File: src/rtl/led_sched_pkg.sv
// -----------------------------------------------------------------------------
// led_sched_pkg
// Shared types and helpers for the LED blink scheduler and its round-robin
// arbiter.
//   led_state_e : burst sequencer states (IDLE, ON, OFF, GAP)
//   BLINK_W     : width of one requester's blink-count slice
//   blink_norm  : maps a requested blink count of 0 to 1
// -----------------------------------------------------------------------------
package led_sched_pkg;

  typedef enum logic [1:0] {
    IDLE = 2'd0,
    ON   = 2'd1,
    OFF  = 2'd2,
    GAP  = 2'd3
  } led_state_e;

  localparam int BLINK_W = 4;

  // A zero-blink request still earns one blink so the owner always sees done.
  function automatic logic [BLINK_W-1:0] blink_norm(input logic [BLINK_W-1:0] b);
    if (b == {BLINK_W{1'b0}}) begin
      return {{(BLINK_W-1){1'b0}}, 1'b1};
    end else begin
      return b;
    end
  endfunction

endpackage

File: src/rtl/led_rr_arb.sv
// -----------------------------------------------------------------------------
// led_rr_arb
// Combinational round-robin pick. Searches req upward starting at ptr+1,
// wrapping past N_REQ-1 back to 0, and reports the first set bit.
//   req    in  N_REQ  request vector
//   ptr    in  IDX_W  index of the last winner (highest-priority slot is ptr+1)
//   winner out IDX_W  selected requester index (0 when valid is low)
//   valid  out 1      at least one request is pending
// -----------------------------------------------------------------------------
module led_rr_arb
  import led_sched_pkg::*;
#(
  parameter int N_REQ = 4,
  localparam int IDX_W = $clog2(N_REQ)
) (
  input  logic [N_REQ-1:0] req,
  input  logic [IDX_W-1:0] ptr,
  output logic [IDX_W-1:0] winner,
  output logic             valid
);

  // ptr never exceeds N_REQ-1, so ptr+k (k<=N_REQ) needs at most one wrap.
  function automatic int wrap_idx(input int v);
    if (v >= N_REQ) begin
      return v - N_REQ;
    end else begin
      return v;
    end
  endfunction

  // First pending request after ptr in circular order; later hits are ignored.
  always_comb begin
    winner = {IDX_W{1'b0}};
    valid  = 1'b0;
    for (int k = 1; k <= N_REQ; k++) begin
      if (!valid && req[wrap_idx(int'(ptr) + k)]) begin
        valid  = 1'b1;
        winner = IDX_W'(wrap_idx(int'(ptr) + k));
      end else begin
        valid  = valid;
      end
    end
  end

endmodule

File: src/rtl/led_blink_scheduler.sv
// -----------------------------------------------------------------------------
// led_blink_scheduler
// Shares one LED between N_REQ requesters. A round-robin arbiter grants the LED
// to one requester, which then gets its burst of blinks: ON_CYC cycles lit,
// OFF_CYC cycles dark per blink, then GAP_CYC dark cycles before the next grant.
// A single counter times every phase.
//   clk    in  1            system clock
//   rst    in  1            asynchronous reset, active-low
//   req    in  N_REQ        level request per requester
//   blinks in  4*N_REQ      blink count per requester (latched at grant)
//   grant  out N_REQ        one-hot current owner, zero when idle
//   done   out N_REQ        one-cycle pulse on the owner's bit at burst end
//   busy   out 1            high whenever the sequencer is not idle
//   led    out 1            registered LED drive, active-high
// Build option: define LED_SCHED_ABORT_EN to abort a burst (jump to GAP) when
// the owner drops its request during ON or OFF.
// -----------------------------------------------------------------------------
module led_blink_scheduler
  import led_sched_pkg::*;
#(
  parameter int N_REQ   = 4,
  parameter int ON_CYC  = 13500000,
  parameter int OFF_CYC = 13500000,
  parameter int GAP_CYC = 27000000
) (
  input  logic                     clk,
  input  logic                     rst,
  input  logic [N_REQ-1:0]         req,
  input  logic [BLINK_W*N_REQ-1:0] blinks,
  output logic [N_REQ-1:0]         grant,
  output logic [N_REQ-1:0]         done,
  output logic                     busy,
  output logic                     led
);

  localparam int IDX_W   = $clog2(N_REQ);
  localparam int MAX_AB  = (ON_CYC > OFF_CYC) ? ON_CYC : OFF_CYC;
  localparam int MAX_CYC = (MAX_AB > GAP_CYC) ? MAX_AB : GAP_CYC;
  localparam int CNT_W   = (MAX_CYC > 1) ? $clog2(MAX_CYC) : 1;

  localparam logic [CNT_W-1:0] ON_LAST  = CNT_W'(ON_CYC - 1);
  localparam logic [CNT_W-1:0] OFF_LAST = CNT_W'(OFF_CYC - 1);
  localparam logic [CNT_W-1:0] GAP_LAST = CNT_W'(GAP_CYC - 1);
  localparam logic [CNT_W-1:0] CNT_ONE  = CNT_W'(1);
  localparam logic [IDX_W-1:0] PTR_INIT = IDX_W'(N_REQ - 1);

  led_state_e           state_r, state_s;
  logic [CNT_W-1:0]     cnt_r, cnt_s;
  logic [BLINK_W-1:0]   rem_r, rem_s;
  logic [IDX_W-1:0]     ptr_r, ptr_s;
  logic [N_REQ-1:0]     grant_r, grant_s;
  logic [N_REQ-1:0]     done_r, done_s;
  logic                 busy_r, busy_s;
  logic                 led_r, led_s;

  logic [IDX_W-1:0]     win_s;
  logic                 win_valid_s;
  logic [N_REQ-1:0]     win_onehot_s;
  logic                 abort_s;

  led_rr_arb #(.N_REQ(N_REQ)) u_arb (
    .req    (req),
    .ptr    (ptr_r),
    .winner (win_s),
    .valid  (win_valid_s)
  );

  assign win_onehot_s = {{(N_REQ-1){1'b0}}, 1'b1} << win_s;

`ifdef LED_SCHED_ABORT_EN
  // Owner index is the pointer: it is loaded with the winner at grant.
  assign abort_s = ~req[ptr_r];
`else
  assign abort_s = 1'b0;
`endif

  // Next-state and next-output logic for the burst sequencer.
  always_comb begin
    state_s = state_r;
    cnt_s   = cnt_r;
    rem_s   = rem_r;
    ptr_s   = ptr_r;
    grant_s = grant_r;
    done_s  = {N_REQ{1'b0}};
    led_s   = led_r;
    case (state_r)
      IDLE: begin
        if (win_valid_s) begin
          grant_s = win_onehot_s;
          ptr_s   = win_s;
          rem_s   = blink_norm(blinks[win_s*BLINK_W +: BLINK_W]);
          cnt_s   = {CNT_W{1'b0}};
          state_s = ON;
          led_s   = 1'b1;
        end else begin
          grant_s = {N_REQ{1'b0}};
          led_s   = 1'b0;
        end
      end
      ON: begin
        if (abort_s) begin
          cnt_s   = {CNT_W{1'b0}};
          state_s = GAP;
          led_s   = 1'b0;
        end else if (cnt_r == ON_LAST) begin
          cnt_s   = {CNT_W{1'b0}};
          state_s = OFF;
          led_s   = 1'b0;
        end else begin
          cnt_s   = cnt_r + CNT_ONE;
          led_s   = 1'b1;
        end
      end
      OFF: begin
        led_s = 1'b0;
        if (abort_s) begin
          cnt_s   = {CNT_W{1'b0}};
          state_s = GAP;
        end else if (cnt_r == OFF_LAST) begin
          cnt_s = {CNT_W{1'b0}};
          rem_s = rem_r - BLINK_W'(1);
          // Checking for 1 before decrementing keeps rem from wrapping.
          if (rem_r == BLINK_W'(1)) begin
            state_s = GAP;
          end else begin
            state_s = ON;
            led_s   = 1'b1;
          end
        end else begin
          cnt_s = cnt_r + CNT_ONE;
        end
      end
      GAP: begin
        led_s = 1'b0;
        if (cnt_r == GAP_LAST) begin
          cnt_s   = {CNT_W{1'b0}};
          done_s  = grant_r;
          grant_s = {N_REQ{1'b0}};
          state_s = IDLE;
        end else begin
          cnt_s = cnt_r + CNT_ONE;
        end
      end
      default: begin
        state_s = IDLE;
        cnt_s   = {CNT_W{1'b0}};
        rem_s   = {BLINK_W{1'b0}};
        grant_s = {N_REQ{1'b0}};
        led_s   = 1'b0;
      end
    endcase
    busy_s = (state_s != IDLE);
  end

  // Sequencer state and registered outputs; reset clears the LED immediately.
  always_ff @(posedge clk or negedge rst) begin
    if (!rst) begin
      state_r <= IDLE;
      cnt_r   <= {CNT_W{1'b0}};
      rem_r   <= {BLINK_W{1'b0}};
      ptr_r   <= PTR_INIT;
      grant_r <= {N_REQ{1'b0}};
      done_r  <= {N_REQ{1'b0}};
      busy_r  <= 1'b0;
      led_r   <= 1'b0;
    end else begin
      state_r <= state_s;
      cnt_r   <= cnt_s;
      rem_r   <= rem_s;
      ptr_r   <= ptr_s;
      grant_r <= grant_s;
      done_r  <= done_s;
      busy_r  <= busy_s;
      led_r   <= led_s;
    end
  end

  assign grant = grant_r;
  assign done  = done_r;
  assign busy  = busy_r;
  assign led   = led_r;

endmodule

File: config.mk
export PLATFORM = sky130hd
export DESIGN_NAME = led_blink_scheduler
export DESIGN_NICKNAME = d
export VERILOG_FILES = /design/src/rtl/led_sched_pkg.sv /design/src/rtl/led_rr_arb.sv /design/src/rtl/led_blink_scheduler.sv
export SDC_FILE = /design/constraint.sdc
export NUM_CORES = 1
export LEC_CHECK = 0
export ABC_AREA = 1
export CAP_MARGIN = 20
export CORE_ASPECT_RATIO = 1.5
export CORE_UTILIZATION = 43
export CTS_CLUSTER_SIZE = 16
export DETAILED_ROUTE_END_ITERATION = 10
export PLACE_DENSITY_LB_ADDON = 0.25
export SLEW_MARGIN = 40
export SYNTH_ARGS = -nofsm -noshare
export SYNTH_HDL_FRONTEND = slang
export SYNTH_SLANG_ARGS = --single-unit
File: constraint.sdc
create_clock -name clk -period 5.3 [get_ports clk]
set_clock_uncertainty 0.2 [all_clocks]
set_input_delay 0.53 -clock clk [delete_from_list [all_inputs] [get_ports clk]]
set_output_delay 0.53 -clock clk [all_outputs]
set_load 0.02 [all_outputs]
After elaboration in Yosys (flattened, before gate mapping). Index checks and enable logic that the tools add are counted. Widths: inputs -> output; s select.

Bits in registers: 43.

Multiplexer cells: 48. Add/subtract/negate cells: 10. Shift-type cells: 2. Magnitude comparators: 8. Eq/ne operators: 9. Reduce and logical (&&, ||, !) cells: 15.

Operators by type and width (count): $ge 32x4->1 const B (4); $lt 32x4->1 const B (4); $mux 32 (4); $sub 32x4->32 const B (4); $mux 25 (3); $pmux 25 s3 (1); $mux 4 (7); $add 25x1->25 const B (1); $eq 25x24->1 const B (1); $eq 25x25->1 const B (1); $mux 2 (9); $mux 1 (16); $pmux 4 s2 (2); $shiftx 16x5->4 (1); $bmux 1 s2 (4); $pmux 2 s4 (1); $add 2x2->3 const B (2); $reduce_bool 2->1 (3); $add 2x3->4 const B (1); $eq 2x2->1 const B (2); $eq 4x1->1 const B (1); $logic_not 4->1 (1); $ne 2x2->1 const B (2); $pmux 1 s4 (1); other kinds (11) (16).

Depth between registers and ports, before layout. Gate-level depths: netlist of the first run.

Depth in word-level cells: 21. Gate-level depth with buffers: 19.

By module. A second synthesis of the first run with hierarchy kept.

Cell total of the unflattened synthesis: 424. Area total of the unflattened synthesis: 2984.1 um^2.

Modules (own cells, without submodules): led_blink_scheduler (cells an instance 372, seq. area each 1078.5 um^2, instances 1, area each 2712.6 um^2); led_rr_arb (cells an instance 52, seq. area each 0.0 um^2, instances 1, area each 271.5 um^2).

Worst setup path after synthesis of the first run. No wires, ideal clock.

Path kind: reg2reg. Start: reg ptr_r[0]. End: reg rem_r[0]. Buffers on the path: 3. Arrival: 1.817 ns. Stages on the path, launching flop included: 19. Library setup time: 0.117 ns. Data required time: 4.983 ns. Slack: 3.166 ns. Cell sequence: dfstp_2 inv_1 buf_6 nand2_1 nand2_1 nand2_1 nand2_2 nor2_2 nand3_2 buf_6 nand3_2 buf_6 nand2_1 nand2_1 nand2_1 nand3_1 nor2_1 nor2_1 nor2_1.

Cells in the longest elaborated chain, start to end: 21. Elaborated cells on any way between the ends: 49. Classes of those cells: 8 x add/sub; 4 x order compare; 1 x eq/ne; 1 x shift; 27 x mux; 8 x reduce/logical.

RTL lines: start: declaration (line led_blink_scheduler.sv:50) `logic [IDX_W-1:0] ptr_r, ptr_s;`; start signal: assignment (line led_blink_scheduler.sv:170) `ptr_r <= ptr_s;`; $add 2x1->3 (line led_rr_arb.sv:36, led_rr_arb.sv:38); $sub 32x4->32 / $ge 32x4->1 (equally long branches) (line led_rr_arb.sv:25, led_rr_arb.sv:24); $mux 32 (line led_rr_arb.sv:24) `if (v >= N_REQ) begin`; $bmux 1 s2 (line led_rr_arb.sv:36) `if (!valid && req[wrap_idx(int'(ptr) + k)]) begin`; $mux 1 (not written as such) (2 in a row) (line led_rr_arb.sv:36); $mux 1 (line led_rr_arb.sv:36); $logic_not 1->1 (line led_rr_arb.sv:36); $logic_and 1x1->1 (line led_rr_arb.sv:36); (+4 left out); $logic_not 1->1 (line led_rr_arb.sv:36); $logic_and 1x1->1 (line led_rr_arb.sv:36); $mux 2 (line led_rr_arb.sv:36); $shiftx 16x5->4 (line led_blink_scheduler.sv:91) `rem_s = blink_norm(blinks[win_s*BLINK_W +: BLINK_W]);`; $logic_not 4->1 (line led_sched_pkg.sv:22) `if (b == {BLINK_W{1'b0}}) begin`; $mux 4 (line led_sched_pkg.sv:22); $mux 4 (line led_blink_scheduler.sv:88) `if (win_valid_s) begin`; $pmux 4 s2 (line led_blink_scheduler.sv:86) `case (state_r)`; end signal: assignment (line led_blink_scheduler.sv:160) `rem_r <= {BLINK_W{1'b0}};`; end signal: assignment (line led_blink_scheduler.sv:169) `rem_r <= rem_s;`; end: declaration (line led_blink_scheduler.sv:49) `logic [BLINK_W-1:0] rem_r, rem_s;`.

Several ways; a longest one is shown, not always the timed one. The select of a mux whose other input is x is not followed. A chain may end at the register's enable or synchronous reset.

Worst setup path after layout of the first run.
Start: reg ptr_r[0]. End: reg cnt_r[23].

Cells in the longest elaborated chain, start to end: 17. Elaborated cells on any way between the ends: 39. Classes of those cells: 8 x add/sub; 4 x order compare; 1 x eq/ne; 20 x mux; 6 x reduce/logical.

RTL lines: $add 2x1->3 (line led_rr_arb.sv:36); $sub 32x4->32 / $ge 32x4->1 (equally long branches); $mux 32; $bmux 1 s2 (line led_rr_arb.sv:36); $mux 1 (not written as such) (2 in a row) (line led_rr_arb.sv:36); $mux 1 (line led_rr_arb.sv:36); $logic_not 1->1 (line led_rr_arb.sv:36); $logic_and 1x1->1 (line led_rr_arb.sv:36); $mux 1 (line led_rr_arb.sv:36); $logic_not 1->1 (line led_rr_arb.sv:36); $logic_and 1x1->1 (line led_rr_arb.sv:36); $mux 1 (line led_rr_arb.sv:36); $logic_not 1->1 (line led_rr_arb.sv:36); $logic_and 1x1->1 (line led_rr_arb.sv:36); $mux 1 (*) (line led_rr_arb.sv:36); $ne 2x1->1 (no line) (*); end signal: assignment (line led_blink_scheduler.sv:159) `cnt_r <= {CNT_W{1'b0}};`; end signal: assignment (line led_blink_scheduler.sv:168) `cnt_r <= cnt_s;`; end: declaration (line led_blink_scheduler.sv:48) `logic [CNT_W-1:0] cnt_r, cnt_s;`.

Mark *: on every way between the ends. The rest lies on a longest branch, timed or not. The select of a mux whose other input is x is not followed.

==> results of run 1 <==
## metrics by stage
step                      instance area [µm²]  setup WS, ps  hold WS [ps]
final                                    3388          1955         14.58
after global routing                     3388          1665         54.02
after CTS                                3388          1979         30.71
after detailed placement                 3282          1855         312.9
after global placement                   3279          1963         301.1
after floorplan                          2958          3166         34.41
## final cells by class
class | instances | area (µm²) | area share
Clock buffer | 7 | 76.32 | 0.02253
Tap cell | 76 | 95.09 | 0.02806
Multi-Input combinational cell | 303 | 1556 | 0.4594
Timing Repair Buffer | 32 | 315.3 | 0.09306
Clock inverter | 1 | 30.03 | 0.008863
Sequential cell | 43 | 1079 | 0.3183
Inverter | 63 | 236.5 | 0.06979
## metal layers
layer	track usage	wire length, µm	vias up
li1	-	-	1437
met1	0.2292	2887	1299
met2	0.3814	3790	67
met3	0.03113	279	15
met4	0.08143	180	0
met5	0	0	-
## sequential cells by signal, summed over array words and instances (netlist names)
name,cells
led,1
cnt_r,25
ptr_r,2
rem_r,4
done,4
grant,4
state_r,2
busy,1
## report_power, final
part | leakage [µW] | total [µW] | switching (µW) | internal (µW)
registers | 0.000517 | 328 | 0 | 328
clock network | 0.0000524 | 253 | 112 | 141
logic | 0.00104 | 49.3 | 27.4 | 21.9
## final timing paths
kind | from | endpoint | slack [ps] | depth (start not counted)
setup / recovery | ptr_r[0]$_DFFE_PN1P_ | cnt_r[23]$_DFFE_PN0P_ | 1950 | 16
hold / removal | rst | cnt_r[17]$_DFFE_PN0P_ | 10 | 1
setup reg to reg | ptr_r[0]$_DFFE_PN1P_ | cnt_r[23]$_DFFE_PN0P_ | 1950 | 16
hold reg to reg | grant[1]$_DFFE_PN0P_ | done[1]$_DFF_PN0_ | 320 | 2
max in group asynchronous | rst | ptr_r[0]$_DFFE_PN1P_ | 4510 | 1
min in group clk | grant[1]$_DFFE_PN0P_ | done[1]$_DFF_PN0_ | 320 | 2
## worst max-delay path: cells and delay by family, from the launching register on
kind / cells / cell delay [ps]
AOI/OAI and AO/OA: 2 / 210
buffers and inverters: 5 / 840
and+or+nand+nor: 9 / 1320
DFF: 1 / 640
## cell usage in the layout, fill, tap and decap left out, types with 7 or more instances in the layout
cell and n:
nand2_1 114, inv_1 57, dfrtp_1 41, nand3_1 37, clkdlybuf4s50_1 30, nor2_1 26
o21ai_0 22, a21oi_1 13, nor3_1 11, nand4_1 10, xor2_1 9, o22ai_1 8
ha_1 8, nor4_1 7, o21ai_1 7
## synthesized netlist by cell type, types with 8 or more instances
cell,n,area share
nand2_1,114,0.14
inv_1,57,0.072
dfrtp_1,41,0.35
nand3_1,37,0.063
nor2_1,26,0.033
o21ai_0,22,0.037
a21oi_1,13,0.022
nor3_1,11,0.019
nand4_1,10,0.021
xor2_1,9,0.027
ha_1,8,0.034
o22ai_1,8,0.017
## logic make-up (layout without fill, tap and decap cells)
group	count (synthesis)	in the layout	synth area share
AOI/OAI and AO/OA	60	60	0.1151
xor gates and xnor gates	11	11	0.03257
adders and majority gates	8	8	0.03384
DFF	43	43	0.3646
and+or+nand+nor	224	224	0.3448
buffers and inverters	75	103	0.1091
==> results.cfg, run 1 <==
[cts]
cts-buffers-inserted = 5
cts_tree = done
cts_setup_buffers = 0
clkSlewWorstSetupHoldPaths_ps = 80
cts_sinks = 43
postCtsHoldBufs = 0
insertion_delay_ps = 300
cts_resized = 0
cts_root_buffer = clkbuf_8
cts_buffer_depth = 2
htree_levels = 2

[worst_setup_path]
cp_slowest_cell = dfstp_2
cp_slowest_stage_delay_ps = 640
cpMostUsedCell = nand2_1
path_max_fanout = 21
worstSetupPathType = flip-flop to flip-flop
startpoint_type = flip-flop
crit_chain = inv_1, nand2_1, nand2_2, nand2_1, nand2_2, nor2_2, nand3_2, nor2_1, buf_4, inv_2, nand2_1, inv_1, nand2_1, inv_2, o21ai_0, o22ai_1
critPathRequiredTime_ps = 5270
cp.arrival_ps = 3320
critPathCaptureType = flip-flop

[flow_run]
maxCapViolCount = 0

[detailed_routing]
route.final.wire_length_um = 7138
postRouteAntennaNets = 0
first_pass_iters = 4
drc_errors = 0
via_count = 2818
post_drt_via_cell_ratio = 5.368
drt_iter0_markers = 118
wl_per_cell_um = 13.60

[power_and_ir_drop]
p_leak_uw = 0.001609
peakVddDrop_mv = 0.1919
finalPower_uw = 630.5
power.density_nw_per_um2 = 186.1

[layout]
drive_gt1_frac = 0.07572
area_growth_pct = 14.55
final_nets = 478
fillCellCount = 637
antenna_cells = 0
fin_util = 0.5152
final_cells = 525

[sta]
max_freq_ghz = 0.2989
rsz0062_at_grt = false
tns_ps = 0
slew_headroom = 0.6158
hold_viol = 0
final-setup-viol-count = 0
worst_pin_slew_ps = 570.2
finalCritPeriodShare = 0.6312
period_minus_slack_ps = 3345
final-max-slew-violation-count = 0

[floorplanning]
io_pins = 32
die_y_um = 103.6
core_um2 = 6576
initial_core_util = 0.4498
dieArea_um2 = 7221
rows = 36
fp.dieW_um = 69.72

[global_routing]
grt_pass1_wl_um = 12100
antenna_found_initial = 0
grt_pass1_vias = 2748
track_usage = 0.2050
grt.overflow.total = 0
grt_max_degree = 44

[logic_synthesis]
synth-async-reset-ratio = 1.000
syn_area_per_cell_um2 = 7.026
ys_types = 33
synth_ff_type = dfrtp_1
synth_seq_cells = 43
syn_inst = 421
ys_seq_area_frac = 0.3646
syn_area_um2 = 2958
ys_warn_count = 0
synth_edf_count = 0
synth_nets = 451

[place]
dp.cells = 517
numPortBuffers = 31
gp_congestion = 0.9250
dpl.hpwl_um = 5371

[hold_path]
hold_class = input port to async pin

[outcome]
status = complete, no violations
No activity file was read; power rests on OpenSTA's default activity.
==> run 2, diff against run 1 <==
==> constraint.sdc (replaced) <==
create_clock -name clk -period 3.1 [get_ports clk]
set_clock_uncertainty 0.2 [all_clocks]
set_input_delay 0.31 -clock clk [delete_from_list [all_inputs] [get_ports clk]]
set_output_delay 0.31 -clock clk [all_outputs]
set_load 0.02 [all_outputs]
==> run 2 against run 1 <==
Effect of this change:
- power is 84% higher
- global-route usage is 0.81 points higher
- critical path depth is 1 lower
- core utilization is 0.82 points higher
- worst setup slack worse by 1600 ps
- clock-buffer cell count is 1 lower
- first-iteration DRC count is 4.2% higher
- register-to-register slack worse by 1600 ps
- final area is 1.6% higher
==> results.cfg, run 2 (synthesis results as in run 1) <==
[layout]
seqCellArea_um2 = 1079
fillCellCount = 642
postLayoutCellArea_um2 = 3442
antenna_cells = 0
multi_input_comb_area_um2 = 1559
final_common_cell = nand2_1
final_nets = 481
largest_reg_flops = 25
top_register = cnt_r
drive_gt1_frac = 0.08407
mostFrequentLayoutCells = nand2_1, inv_1, dfrtp_1
area_growth_pct = 16.37

[detailed_routing]
dr.max_layer_used = met4
wl_per_cell_um = 13.80
wl_met1_um = 2879
post_drt_via_cell_ratio = 5.430
postRouteAntennaNets = 0
wl_met3_um = 282
wl_met2_um = 3953
drc_errors = 0
via_count = 2867
first_pass_iters = 4
drt_iter0_markers = 123
route.final.wire_length_um = 7287

[global_routing]
grt_pass1_wl_um = 12560
track_usage = 0.2131
grt_pass1_vias = 2862
antenna_found_initial = 0
grt_max_degree = 44
grt.overflow.total = 0

[power_and_ir_drop]
finalPower_uw = 1160
power.density_nw_per_um2 = 336.9
peakVddDrop_mv = 0.2843
p_leak_uw = 0.001636

[worst_setup_path]
cp.arrival_ps = 2760
critPathRequiredTime_ps = 3080
cp_slowest_cell = dfstp_2
r2r_setup_slack_ps = 320
path_max_fanout = 11
startpoint_type = flip-flop
cpMostUsedCell = nand2_1
cp_slowest_stage_delay_ps = 630
worstSetupPathType = flip-flop to flip-flop
critPathCaptureType = flip-flop
crit_chain = inv_1, nand2_1, nand2_1, nand2_1, nand2_2, nor2_2, nand3_2, nor2_2, inv_2, nand2_1, inv_1, nand2_1, inv_2, o21ai_0, o22ai_1

[sta]
hold_viol = 0
rsz0062_at_grt = false
worst_pin_slew_ps = 545.2
slew_headroom = 0.6365
tns_ps = 0
period_minus_slack_ps = 2782
final-max-slew-violation-count = 0
finalCritPeriodShare = 0.8975
max_freq_ghz = 0.3594
final-setup-viol-count = 0

[cts]
cts_sinks = 43
cts_tree = done
cts_buffer_depth = 2
cts-buffers-inserted = 5
htree_levels = 2
clkSlewWorstSetupHoldPaths_ps = 80
cts_setup_buffers = 0
cts_root_buffer = clkbuf_8
insertion_delay_ps = 300

[place]
placedInstanceArea_um2 = 3297
numPortBuffers = 31
dpl.hpwl_um = 5530
gp_congestion = 0.8620

[outcome]
status = complete, no violations

[floorplanning]
die_y_um = 103.6
dieArea_um2 = 7221
core_um2 = 6576
initial_core_util = 0.4498
io_pins = 32
fp.dieW_um = 69.72
rows = 36

[hold_path]
hold_class = flip-flop to flip-flop

[flow_run]
maxCapViolCount = 0
==> run 2: cell count changes in the layout (fill, tap and decap cells not counted), sizes merged <==
cell and change:
bufinv +1, dlygate4sd3 +1, buf +2, clkbuf -1
==> run 2: what timing repair did <==
action	in CTS	in global routing
endpoints found under the setup margin	0	1
hold buffers	1	0
endpoints found under the hold margin	41	0
resized for setup	0	1
==> run 2: final cells by class <==
type,count,area share
Clock inverter,2,0.01745
Multi-Input combinational cell,303,0.4529
Clock buffer,6,0.02108
Tap cell,76,0.02763
Inverter,63,0.06870
Timing Repair Buffer,35,0.09887
Sequential cell,43,0.3133
==> run 2: worst paths after layout <==
kind,start,end,depth (start not counted)
max,ptr_r[0]$_DFFE_PN1P_,cnt_r[23]$_DFFE_PN0P_,15
min,cnt_r[0]$_DFFE_PN0P_,cnt_r[0]$_DFFE_PN0P_,1
max reg2reg,ptr_r[0]$_DFFE_PN1P_,cnt_r[23]$_DFFE_PN0P_,15
min reg2reg,cnt_r[0]$_DFFE_PN0P_,cnt_r[0]$_DFFE_PN0P_,1
max in group asynchronous,rst,ptr_r[1]$_DFFE_PN1P_,2
min in group asynchronous,rst,busy$_DFF_PN0_,2
==> run 2: metrics by stage <==
stage	hold WS (ps)	setup WS (ps)	util	instances
finish	315.7	317.7	0.5234	528
global route	346.8	46.73	0.5234	528
CTS	318.3	278.3	0.5230	528
detailed placement	144.9	296.9	0.5013	519
global placement	297.0	375.0	0.5010	519
floorplan	-185.6	966.5	-	421
==> run 2: where the power goes <==
part           internal (µW)  total [µW]  switching (µW)
sequential               560         560               0
combinational           38.2        86.1            47.8
clock                    322         513             191
total                    921        1160             239
==> run 2: metal layers <==
layer,track usage,vias up
met3,0.02432,16
met2,0.4001,77
met1,0.2352,1336
li1,-,1438
met4,0.09571,0
met5,0,-
==> run 2: critical path, delay by kind of cell, from the launching register on <==
kind / cells / cell delay, ps
AND/OR/NAND/NOR: 9 / 1200
buffers and inverters: 4 / 440
flip-flops: 1 / 630
AO/OA/AOI/OAI: 2 / 180
==> run 3, diff against run 2 <==
--- a/config.mk
+++ b/config.mk
@@ -7,12 +7,13 @@
 export LEC_CHECK = 0
 export ABC_AREA = 1
 export CAP_MARGIN = 20
-export CORE_ASPECT_RATIO = 1.5
+export CORE_ASPECT_RATIO = 2
 export CORE_UTILIZATION = 43
 export CTS_CLUSTER_SIZE = 16
 export DETAILED_ROUTE_END_ITERATION = 10
 export PLACE_DENSITY_LB_ADDON = 0.25
-export SLEW_MARGIN = 40
+export SKIP_CTS_REPAIR_TIMING = 1
+export SLEW_MARGIN = 10
 export SYNTH_ARGS = -nofsm -noshare
 export SYNTH_HDL_FRONTEND = slang
 export SYNTH_SLANG_ARGS = --single-unit
==> run 3 against run 2 <==
Effect of this change:
- first-iteration DRC count shrank 12%
- sequential share of layout area fell by 0.54 points
- clock-buffer cell count grew 1
- core utilization is 0.55 points higher
- worst setup slack better by 13 ps
- critical path depth down 4
- sequential cell count unchanged
- non-clock buffer count grew 1
- final cell count up 2.5%
- critical endpoint is now busy$_DFF_PN0_
==> results.cfg, run 3 (synthesis results as in run 1) <==
[layout]
final_common_cell = nand2_1
seqCellArea_um2 = 1079
drive_gt1_frac = 0.08168
largest_reg_flops = 25
mostFrequentLayoutCells = nand2_1, inv_1, dfrtp_1
area_growth_pct = 18.40
fin_util = 0.5289
multi_input_comb_area_um2 = 1556
final_nets = 482
fillCellCount = 669
top_register = cnt_r
antenna_cells = 0

[worst_setup_path]
critPathCaptureType = flip-flop
path_max_fanout = 11
cp_slowest_cell = dfstp_2
crit_chain = inv_1, nand2_1, nand2_2, nand2_1, nand2_2, nor2_2, nand3_2, nor2_1, buf_4, o21ai_0, or2_2
startpoint_type = flip-flop
critPathRequiredTime_ps = 3080
worstSetupPathType = flip-flop to flip-flop
cp.arrival_ps = 2740
cp_slowest_stage_delay_ps = 630

[sta]
finalCritPeriodShare = 0.8933
worst_pin_slew_ps = 374.9
rsz0062_at_grt = false
period_minus_slack_ps = 2769
final-max-slew-violation-count = 0
tns_ps = 0
slew_headroom = 0.7481
max_freq_ghz = 0.3611
hold_viol = 0
final-setup-viol-count = 0

[floorplanning]
rows = 42
io_pins = 32
initial_core_util = 0.4467
die_y_um = 119.3
core_um2 = 6621
fp.dieW_um = 60.65
dieArea_um2 = 7234

[place]
numPortBuffers = 31
dpl.hpwl_um = 6044
gp_congestion = 0.8940

[global_routing]
antenna_found_initial = 0
grt.overflow.total = 0
grt_max_degree = 44
grt_pass1_wl_um = 12720
track_usage = 0.2378
grt_pass1_vias = 2936

[detailed_routing]
wl_per_cell_um = 14.21
via_count = 2853
postRouteAntennaNets = 0
drc_errors = 0
route.final.wire_length_um = 7690
first_pass_iters = 4
drt_iter0_markers = 108
post_drt_via_cell_ratio = 5.274

[hold_path]
hold_class = input port to async pin

[cts]
cts_buffer_depth = 2
cts_sinks = 43
cts_tree = done
cts-buffers-inserted = 5
insertion_delay_ps = 290
clkSlewWorstSetupHoldPaths_ps = 60
htree_levels = 2
cts_root_buffer = clkbuf_16

[power_and_ir_drop]
p_leak_uw = 0.001657
peakVddDrop_mv = 0.3390
power.density_nw_per_um2 = 356.4

[flow_run]
maxCapViolCount = 0

[outcome]
status = complete, no violations
==> run 3: layer usage <==
layer,track usage,routed length (µm)
met1,0.2145,2617
met2,0.4636,4552
met3,0.03692,261
met4,0.1207,259
met5,0,0
==> run 3: power breakdown <==
part / total, µW / internal [µW] / switching (µW)
combinational: 88.7 / 40.4 / 48.3
sequential: 561 / 561 / 0
clock: 598 / 381 / 217
total: 1250 / 983 / 265
==> run 3: area by class of cell <==
type,instances,share of cell area
clock inverter,1,0.008574
clock buffer,7,0.03787
multi-input combinational,303,0.4444
inverter,63,0.06752
tap,88,0.03144
sequential,43,0.3080
timing repair buffer,36,0.1022
==> run 3: worst max-delay path, delay by kind of cell (launching register included) <==
kind            cells  cell delay, ps
buf+inv             2             420
simple gates        8            1220
compound gates      1             170
flops               1             630
==> run 3: per-stage QoR <==
stage	power [µW]	instances	area [µm²]	hold WS, ps	setup WS (ps)
after global placement	657.7	531	3309	315.7	409.4
after detailed placement	657.9	531	3309	318.0	316.1
after floorplan	612.5	421	2958	-185.6	966.5
after CTS	1263	539	3472	13.60	300.0
final	1248	541	3502	225.4	330.8
after global routing	1292	541	3502	275.4	69.70
==> run 3: path summary, 6_finish.rpt <==
| kind | end | from | cells past startpoint | slack [ps] |
|---|---|---|---|---|
| max in group asynchronous | ptr_r[1]$_DFFE_PN1P_ | rst | 3 | 1940 |
| setup / recovery | busy$_DFF_PN0_ | ptr_r[0]$_DFFE_PN1P_ | 11 | 330 |
| hold / removal | cnt_r[23]$_DFFE_PN0P_ | rst | 2 | 230 |
| min in group clk | cnt_r[0]$_DFFE_PN0P_ | cnt_r[0]$_DFFE_PN0P_ | 1 | 330 |
| hold reg to reg | cnt_r[0]$_DFFE_PN0P_ | cnt_r[0]$_DFFE_PN0P_ | 1 | 330 |
| setup reg to reg | busy$_DFF_PN0_ | ptr_r[0]$_DFFE_PN1P_ | 11 | 330 |
